`config.mk`:
```
export PLATFORM = sky130hd
export DESIGN_NAME = axis_pkt_rr_arbiter
export DESIGN_NICKNAME = d
export VERILOG_FILES = /design/src/rtl/axis_arb_pkg.sv /design/src/rtl/rr_priority_picker.sv /design/src/rtl/axis_pkt_rr_arbiter.sv
export SDC_FILE = /design/constraint.sdc
export NUM_CORES = 1
export LEC_CHECK = 0
export BUFFER_PORTS_ARGS = -buffer_cell sky130_fd_sc_hd__buf_2
export CORE_ASPECT_RATIO = 0.7
export CORE_MARGIN = 2
export CORE_UTILIZATION = 39
export DETAILED_ROUTE_END_ITERATION = 10
export GPL_TIMING_DRIVEN = 0
export PLACE_DENSITY = 0.86
export SETUP_SLACK_MARGIN = 0.4
export SLEW_MARGIN = 5
export SYNTH_ARGS = -nofsm -noshare
export SYNTH_HDL_FRONTEND = slang
export SYNTH_SLANG_ARGS = --single-unit
export TNS_END_PERCENT = 20
```
`constraint.sdc`:
```
create_clock -name Aclk -period 2.2 [get_ports Aclk]
set_input_delay 0.22 -clock Aclk [delete_from_list [all_inputs] [get_ports Aclk]]
set_output_delay 0.22 -clock Aclk [all_outputs]
set_load 0.05 [all_outputs]
```
`src/rtl/axis_arb_pkg.sv`:
```
// axis_arb_pkg: shared state type and default stream widths for the packet arbiter
package axis_arb_pkg;
    typedef enum logic {IDLE, BUSY} arb_state_t;
    localparam int AXIS_DATA_W = 8;
    localparam int AXIS_KEEP_W = 2;
endpackage

```
`src/rtl/rr_priority_picker.sv`:
```
// rr_priority_picker: combinational round-robin pick of the first requester at or after ptr
module rr_priority_picker #(
    parameter int N    = 4,
    parameter int ID_W = $clog2(N)
) (
    input  logic [N-1:0]    req,
    input  logic [ID_W-1:0] ptr,
    output logic [ID_W-1:0] gnt_id,
    output logic            any_req
);
    localparam int W1 = ID_W + 1;
    logic [2*N-1:0] dbl;
    logic [W1-1:0]  off, sum;
    always_comb begin
        // doubling the request vector makes the wrap N-1 -> 0 a plain shift
        dbl = {req, req} >> ptr;
        off = '0;
        for (int i = N - 1; i >= 0; i--)
            if (dbl[i]) off = W1'(i);
        sum = {1'b0, ptr} + off;
        gnt_id = (sum >= W1'(N)) ? ID_W'(sum - W1'(N)) : ID_W'(sum);
        any_req = |req;
    end
endmodule

```
`src/rtl/axis_pkt_rr_arbiter.sv`:
```
// axis_pkt_rr_arbiter: packet-level round-robin sharing of one AXI-Stream sink among N_SRC masters
module axis_pkt_rr_arbiter
    import axis_arb_pkg::*;
#(
    parameter int N_SRC  = 4,
    parameter int DATA_W = AXIS_DATA_W,
    parameter int KEEP_W = AXIS_KEEP_W,
    parameter int ID_W   = $clog2(N_SRC)
) (
    input  logic                    Aclk,
    input  logic                    Areset_n,
    input  logic [N_SRC-1:0]        s_axis_tvalid,
    input  logic [N_SRC-1:0]        s_axis_tlast,
    input  logic [N_SRC*DATA_W-1:0] s_axis_tdata,
    input  logic [N_SRC*KEEP_W-1:0] s_axis_tkeep,
    output logic [N_SRC-1:0]        s_axis_tready,
    output logic                    m_axis_tvalid,
    output logic                    m_axis_tlast,
    output logic [DATA_W-1:0]       m_axis_tdata,
    output logic [KEEP_W-1:0]       m_axis_tkeep,
    input  logic                    m_axis_tready,
    output logic [ID_W-1:0]         m_axis_tid,
    output logic                    pkt_done
);
    arb_state_t      state, next_state;
    logic [ID_W-1:0] grant_id, rr_ptr, pick_id;
    logic            any_req, hs;

    rr_priority_picker #(.N(N_SRC), .ID_W(ID_W)) u_picker (
        .req     (s_axis_tvalid),
        .ptr     (rr_ptr),
        .gnt_id  (pick_id),
        .any_req (any_req)
    );

    always_comb begin
        next_state    = state;
        s_axis_tready = '0;
        m_axis_tvalid = 1'b0;
        m_axis_tlast  = 1'b0;
        m_axis_tdata  = '0;
        m_axis_tkeep  = '0;
        hs            = 1'b0;
        if (state == BUSY) begin
            m_axis_tvalid           = s_axis_tvalid[grant_id];
            m_axis_tlast            = s_axis_tlast[grant_id];
            m_axis_tdata            = s_axis_tdata[int'(grant_id)*DATA_W +: DATA_W];
            m_axis_tkeep            = s_axis_tkeep[int'(grant_id)*KEEP_W +: KEEP_W];
            s_axis_tready[grant_id] = m_axis_tready;
            hs                      = m_axis_tvalid & m_axis_tready;
            next_state              = (hs && m_axis_tlast) ? IDLE : BUSY;
        end else begin
            next_state = any_req ? BUSY : IDLE;
        end
    end

    assign m_axis_tid = grant_id;

    always_ff @(posedge Aclk) begin
        if (!Areset_n) begin
            state    <= IDLE;
            grant_id <= '0;
            rr_ptr   <= '0;
            pkt_done <= 1'b0;
        end else begin
            state    <= next_state;
            pkt_done <= hs & m_axis_tlast;
            if (state == IDLE && any_req)
                grant_id <= pick_id;
            // explicit wrap keeps the pointer legal for non-power-of-2 N_SRC
            if (hs && m_axis_tlast)
                rr_ptr <= (grant_id == ID_W'(N_SRC - 1)) ? '0 : grant_id + 1'b1;
        end
    end
endmodule

```
# Yosys cells after proc, flatten, opt, wreduce, memory -nomap -nowiden
# Cells that the tools add are included.
totals:
  ff_bits: 6
  in_bits: 51
  output_inout_bits: 19
  wordCells: 44
classes:
  add_sub_neg: 3
  n_lt_le_gt_ge: 3
  n_eq_ne: 1
  shifts: 3
  muxes: 21
  bitwise: 4
  reduce_logical: 5
ops:
  columns: ["op", "n"]
  rows:
  - ["32-bit by 6-bit indexed part select with 8-bit output", 1]
  - ["2-bit 2-to-1 mux", 7]
  - ["1-bit 2-to-1 mux", 9]
  - ["8-bit 2-to-1 mux", 1]
  - ["8-bit by 4-bit indexed part select with 2-bit output", 1]
  - ["8-bit by 2-bit >> shifter with 4-bit output", 1]
  - ["4-bit AND", 1]
  - ["1-bit binary-select mux with 2-bit select", 2]
  - ["1-bit logical AND", 4]
  - ["4-bit 2-to-1 mux", 1]
  - ["4-bit OR reduction", 1]
  - ["2-bit by 2-bit adder with 3-bit output", 1]
  - ["3-bit greater-or-equal comparator (second input constant)", 1]
  - ["2-bit by 3-bit < comparator with 1-bit output (second input constant)", 1]
  - ["2-bit by 1-bit adder with 2-bit output (second input constant)", 1]
  - ["1-bit AND", 2]
  - ["1-bit demux with 2-bit select", 1]
  - ["2-bit equality test (second input constant)", 1]
  - ["2-bit by 1-bit greater-or-equal comparator with 1-bit output (second input constant)", 1]
  - ["2-bit by 1-bit subtractor with 2-bit output (second input constant)", 1]
  - ["1-bit inverter", 1]

# Logic depth before layout (Yosys ltp)
depth:
  word_depth: 8
  depth_mapped: 11

# Cells and area by module
# A second synthesis with hierarchy kept.
unflattened:
  hier_cells: 95
  hier_area_um2: 888.4
by_module_without_submodules:
  columns: ["mod", "n_inst", "cells_per_inst", "area_per_inst_um2"]
  rows:
  - ["axis_pkt_rr_arbiter", 1, 68, 709.4]
  - ["rr_priority_picker", 1, 27, 178.9]

# Least setup slack after synthesis
# No wires, ideal clock.
synth_timing:
  kind: "register -> output"
  startpoint: "register grant_id[0], in the netlist m_axis_tid[0]"
  endpoint: "output m_axis_tdata[0]"
  arrival_ps: 1849
  setup_slack_ps: 131
  stages_incl_launch_ff: 5
  cell_sequence: "dfxtp_1 buf_6 buf_6 mux4_2 and2_1"
synth_via:
  elab_chain_len: 2
synth_lines:
  columns: ["item", "line", "rtl"]
  rows:
  - ["from (decl)", "axis_pkt_rr_arbiter.sv:26", "logic [ID_W-1:0] grant_id, rr_ptr, pick_id;"]
  - ["from (signal assigned)", "axis_pkt_rr_arbiter.sv:69", "grant_id <= pick_id;"]
  - ["32-bit by 6-bit indexed part select with 8-bit output", "axis_pkt_rr_arbiter.sv:47", "m_axis_tdata = s_axis_tdata[int'(grant_id)*DATA_W +: DATA_W];"]
  - ["8-bit 2-to-1 mux", "axis_pkt_rr_arbiter.sv:44", "if (state == BUSY) begin"]
  - ["to (decl)", "axis_pkt_rr_arbiter.sv:19", "output logic [DATA_W-1:0] m_axis_tdata,"]
# Every way passes these cells.

# Worst setup path after layout
layout_timing:
  startpoint: "register grant_id[0], in the netlist m_axis_tid[0]"
  endpoint: "output m_axis_tdata[7]"
# Same word-level chain as after synthesis.

==> run_results.csv <==
group,metric,value,unit
status,status,"finished clean",
sta,finalCritPeriodShare,0.883,
sta,worstMarginPinSlew,391,ps
worst_setup_path,reg2reg_slack,310,ps
global_route,grt_util_met3,0.0657,
floorplanning,ios,70,
global_route,use_met2,0.454,
logic_synthesis,ys_async_sr_fraction,0,
run,maxCapViolCount,0,
placement,io_buffers,66,
drt,drt-initial-drc-count,46,
placement,dpl.hpwl,2.02,mm
power_and_ir_drop,switching_share,0.441,
global_route,gr-total-overflow,0,
clocking,cts.sinks,6,
power_and_ir_drop,vdd.ir_drop.worst,0.225,mV
global_route,grt_use_met1,0.276,
drt,drtAntennaViolNets,0,
power_and_ir_drop,power_density,501,nW/um^2
worst_setup_path,cp-end-kind,"primary output",
sta,post-route-min-period,1940,ps
worst_setup_path,required,1980,ps
placement,gp_congestion,0.805,
sta,totalNegativeSetupSlack,0,ps
logic_synthesis,synth_cell_types,30,
global_route,grt_pass1_vias,1036,
worst_setup_path,crit_slowest_cell,"mux4_1",
logic_synthesis,synthTopCellsByArea,"mux4_2 (26%), dfxtp_1 (14%), and2_1 (8.6%)",
logic_synthesis,syn_area_per_cell,9.72,sq um
floorplanning,core-area,2140,sq um
global_route,grtUsageTotal,0.253,
worst_setup_path,regToRegStartpoint,"rr_ptr[0]",
power_and_ir_drop,p_clk_frac,0.159,
global_route,grt_max_degree,11,
power_and_ir_drop,power.leakage,0.720,nW
sta,hold_violations,0,
logic_synthesis,syn-num-nets,146,
placement,dp.cells,188,
worst_setup_path,worstRegToRegCells,10,
power_and_ir_drop,combPwrFrac,0.657,
placement,dpl_cell_area,1260,sq um
power_and_ir_drop,power.internal,0.408,mW
logic_synthesis,synthFlopType,"dfxtp_1",
worst_setup_path,critical_path.max_stage_delay,570,ps
clocking,h-tree-depth,1,
clocking,ctsRootBufferMaster,"clkbuf_4",
logic_synthesis,synthCells,90,
drt,finalWirelength,3.57,mm
drt,post_drt_wl_per_cell,18.0,um
worst_setup_path,arrival,1720,ps
worst_setup_path,cp_max_fo,6,
global_route,antenna_found_initial,0,
logic_synthesis,seq_area_frac_synth,0.137,
sta,slew_viol_final,0,
logic_synthesis,yosysTopAreaCell,"mux4_2",
drt,drtPass1Iterations,4,
sta,fmax,515,MHz
finish,stdcell_count,198,
logic_synthesis,syn_area,875,sq um
logic_synthesis,yosys.area.top_type_share,0.258,
global_route,grt.busiest_layer,"met2",
worst_setup_path,worstSetupStartpointType,"flip-flop",
floorplanning,die_w,60.6,um
sta,rsz0062_at_grt,"true",
logic_synthesis,ys_seq_elements,6,
power_and_ir_drop,p_seq_frac,0.184,
finish,n_antenna_cell,0,
floorplanning,fp.dieArea,2640,sq um
sta,fin_skew,7.93,ps
finish,drive_above_1_share,0.663,
drt,drt-vias-per-instance,5.59,
power_and_ir_drop,power.net_switching,0.322,mW
sta,setup_viol,0,
sta,slew_headroom,0.739,
worst_setup_path,critPathCapture,"m_axis_tdata[7]",
drt,drc,0,
worst_setup_path,critPathLaunch,"m_axis_tid[0]",
clocking,cts_buffers,3,
clocking,clk_latency,250,ps
floorplanning,die_h,43.6,um
finish,final_cell_area,1460,sq um
clocking,holdBufCountCts,0,
global_route,grt_pass1_wl,4.80,mm
worst_setup_path,path_cells,"buf_8 > mux4_1 > and2_1 > buf_2",
finish,final_util,0.682,
finish,layout.nets,223,
clocking,clk_pin_slew,50,ps
worst_hold_path,hold_start,"Areset_n",
clocking,cts_tree,"yes",
worst_hold_path,min_path_type,"input pin to flip-flop",
logic_synthesis,yosysWarnings,0,
clocking,clock_path_buffers,2,
worst_setup_path,crit_type,"flip-flop to primary output",
floorplanning,initial_utilization,0.409,
logic_synthesis,synth_edf_count,0,
worst_setup_path,regToRegEndpoint,"m_axis_tid[1]",
finish,areaGrowthSynthToFinish,66.7,%
floorplanning,rows,14,
drt,vias,1106,
[cells in the final DEF, fill, tap and decap left out, drive strengths merged, types with 3 or more instances in the layout]
cell type	netlist	routed
o211ai	4	4
nor2	8	8
nand2	4	4
clkbuf	4	8
inv	4	4
o21ai	3	3
and2	12	12
buf	4	76
ha	5	5
mux4	12	12
a21oi	3	3
dfxtp	6	6
and3	4	4
[synth_stat cells (2+ instances only)]
master / instances
ha_1: 5
mux4_1: 2
a21oi_1: 3
clkbuf_2: 3
and3_1: 4
dfxtp_1: 6
o211ai_1: 4
o21ai_0: 3
inv_1: 4
nand2_1: 4
nor2b_1: 2
mux4_2: 10
and2_1: 12
buf_2: 2
nor2_1: 8
buf_6: 2
nand3_1: 2
nor3_1: 2
[cells by family (layout without fill, tap and decap cells)]
| group | after synthesis | in the layout | share of synthesized area |
|---|---|---|---|
| AO/OA/AOI/OAI | 15 | 15 | 0.124 |
| adder cells (fa/ha/maj) | 5 | 5 | 0.0715 |
| XOR/XNOR | 1 | 1 | 0.0100 |
| flip-flops | 6 | 6 | 0.137 |
| buffers and inverters | 12 | 88 | 0.0758 |
| AND/OR/NAND/NOR | 38 | 38 | 0.252 |
| multiplexers | 13 | 13 | 0.329 |
[critical path: cells and delay by family (launching register included)]
family        cells  cell delay [ps]
buf+inv           2              350
mux               1              570
flops             1              350
simple gates      1              200
[through the flow]
step / power [mW] / hold slack, ps / worst slack [ps]
after floorplan: 0.419 / 353 / 448
after global placement: 0.510 / 516 / 362
after detailed placement: 0.518 / 513 / 262
after CTS: 0.692 / 255 / 278
after global routing: 0.761 / 266 / 199
final: 0.730 / 258 / 257
[worst min-delay path by stage]
stage,end,slack (ps),depth (start not counted)
after detailed placement,state,510,2
after floorplan,state,350,1
after CTS,state,260,2
after global placement,state,520,2
final,state,260,2
after global routing,state,270,2
[power by group through the flow]
| stage | Combinational (mW) | Sequential, mW | Clock (mW) |
|---|---|---|---|
| finish | 0.479 | 0.135 | 0.116 |
| global route | 0.503 | 0.136 | 0.122 |
| CTS | 0.444 | 0.133 | 0.115 |
| detailed placement | 0.382 | 0.136 | 0 |
| global placement | 0.375 | 0.135 | 0 |
| floorplan | 0.270 | 0.149 | 0 |
[sequential cells by signal, indices dropped and copies added (netlist names)]
signal      cells
m_axis_tid      2
rr_ptr          2
pkt_done        1
state           1
[repair_timing]
action / 4_1_cts / 5_1_grt
gates resized for setup: 31 / 15
pin swaps: 0 / 3
setup endpoints to repair: 14 / 17
cloned: 0 / 0
setup buffers: 2 / 4
[area by class of cell]
type                       count  area, sq um
tap                           32         40.0
clock buffer                   4         26.3
fill                         155          679
timing repair buffer          72          448
buffer                         8         73.8
multi-input combinational     72          728
sequential                     6          126
inverter                       4         15.0
[metal layers]
metal / up-vias / share of wire
li1: 490 / -
met1: 516 / 0.35
met5: - / 0
met2: 80 / 0.51
met4: 0 / 0.039
met3: 20 / 0.11
No activity file was read; power rests on OpenSTA's default activity.
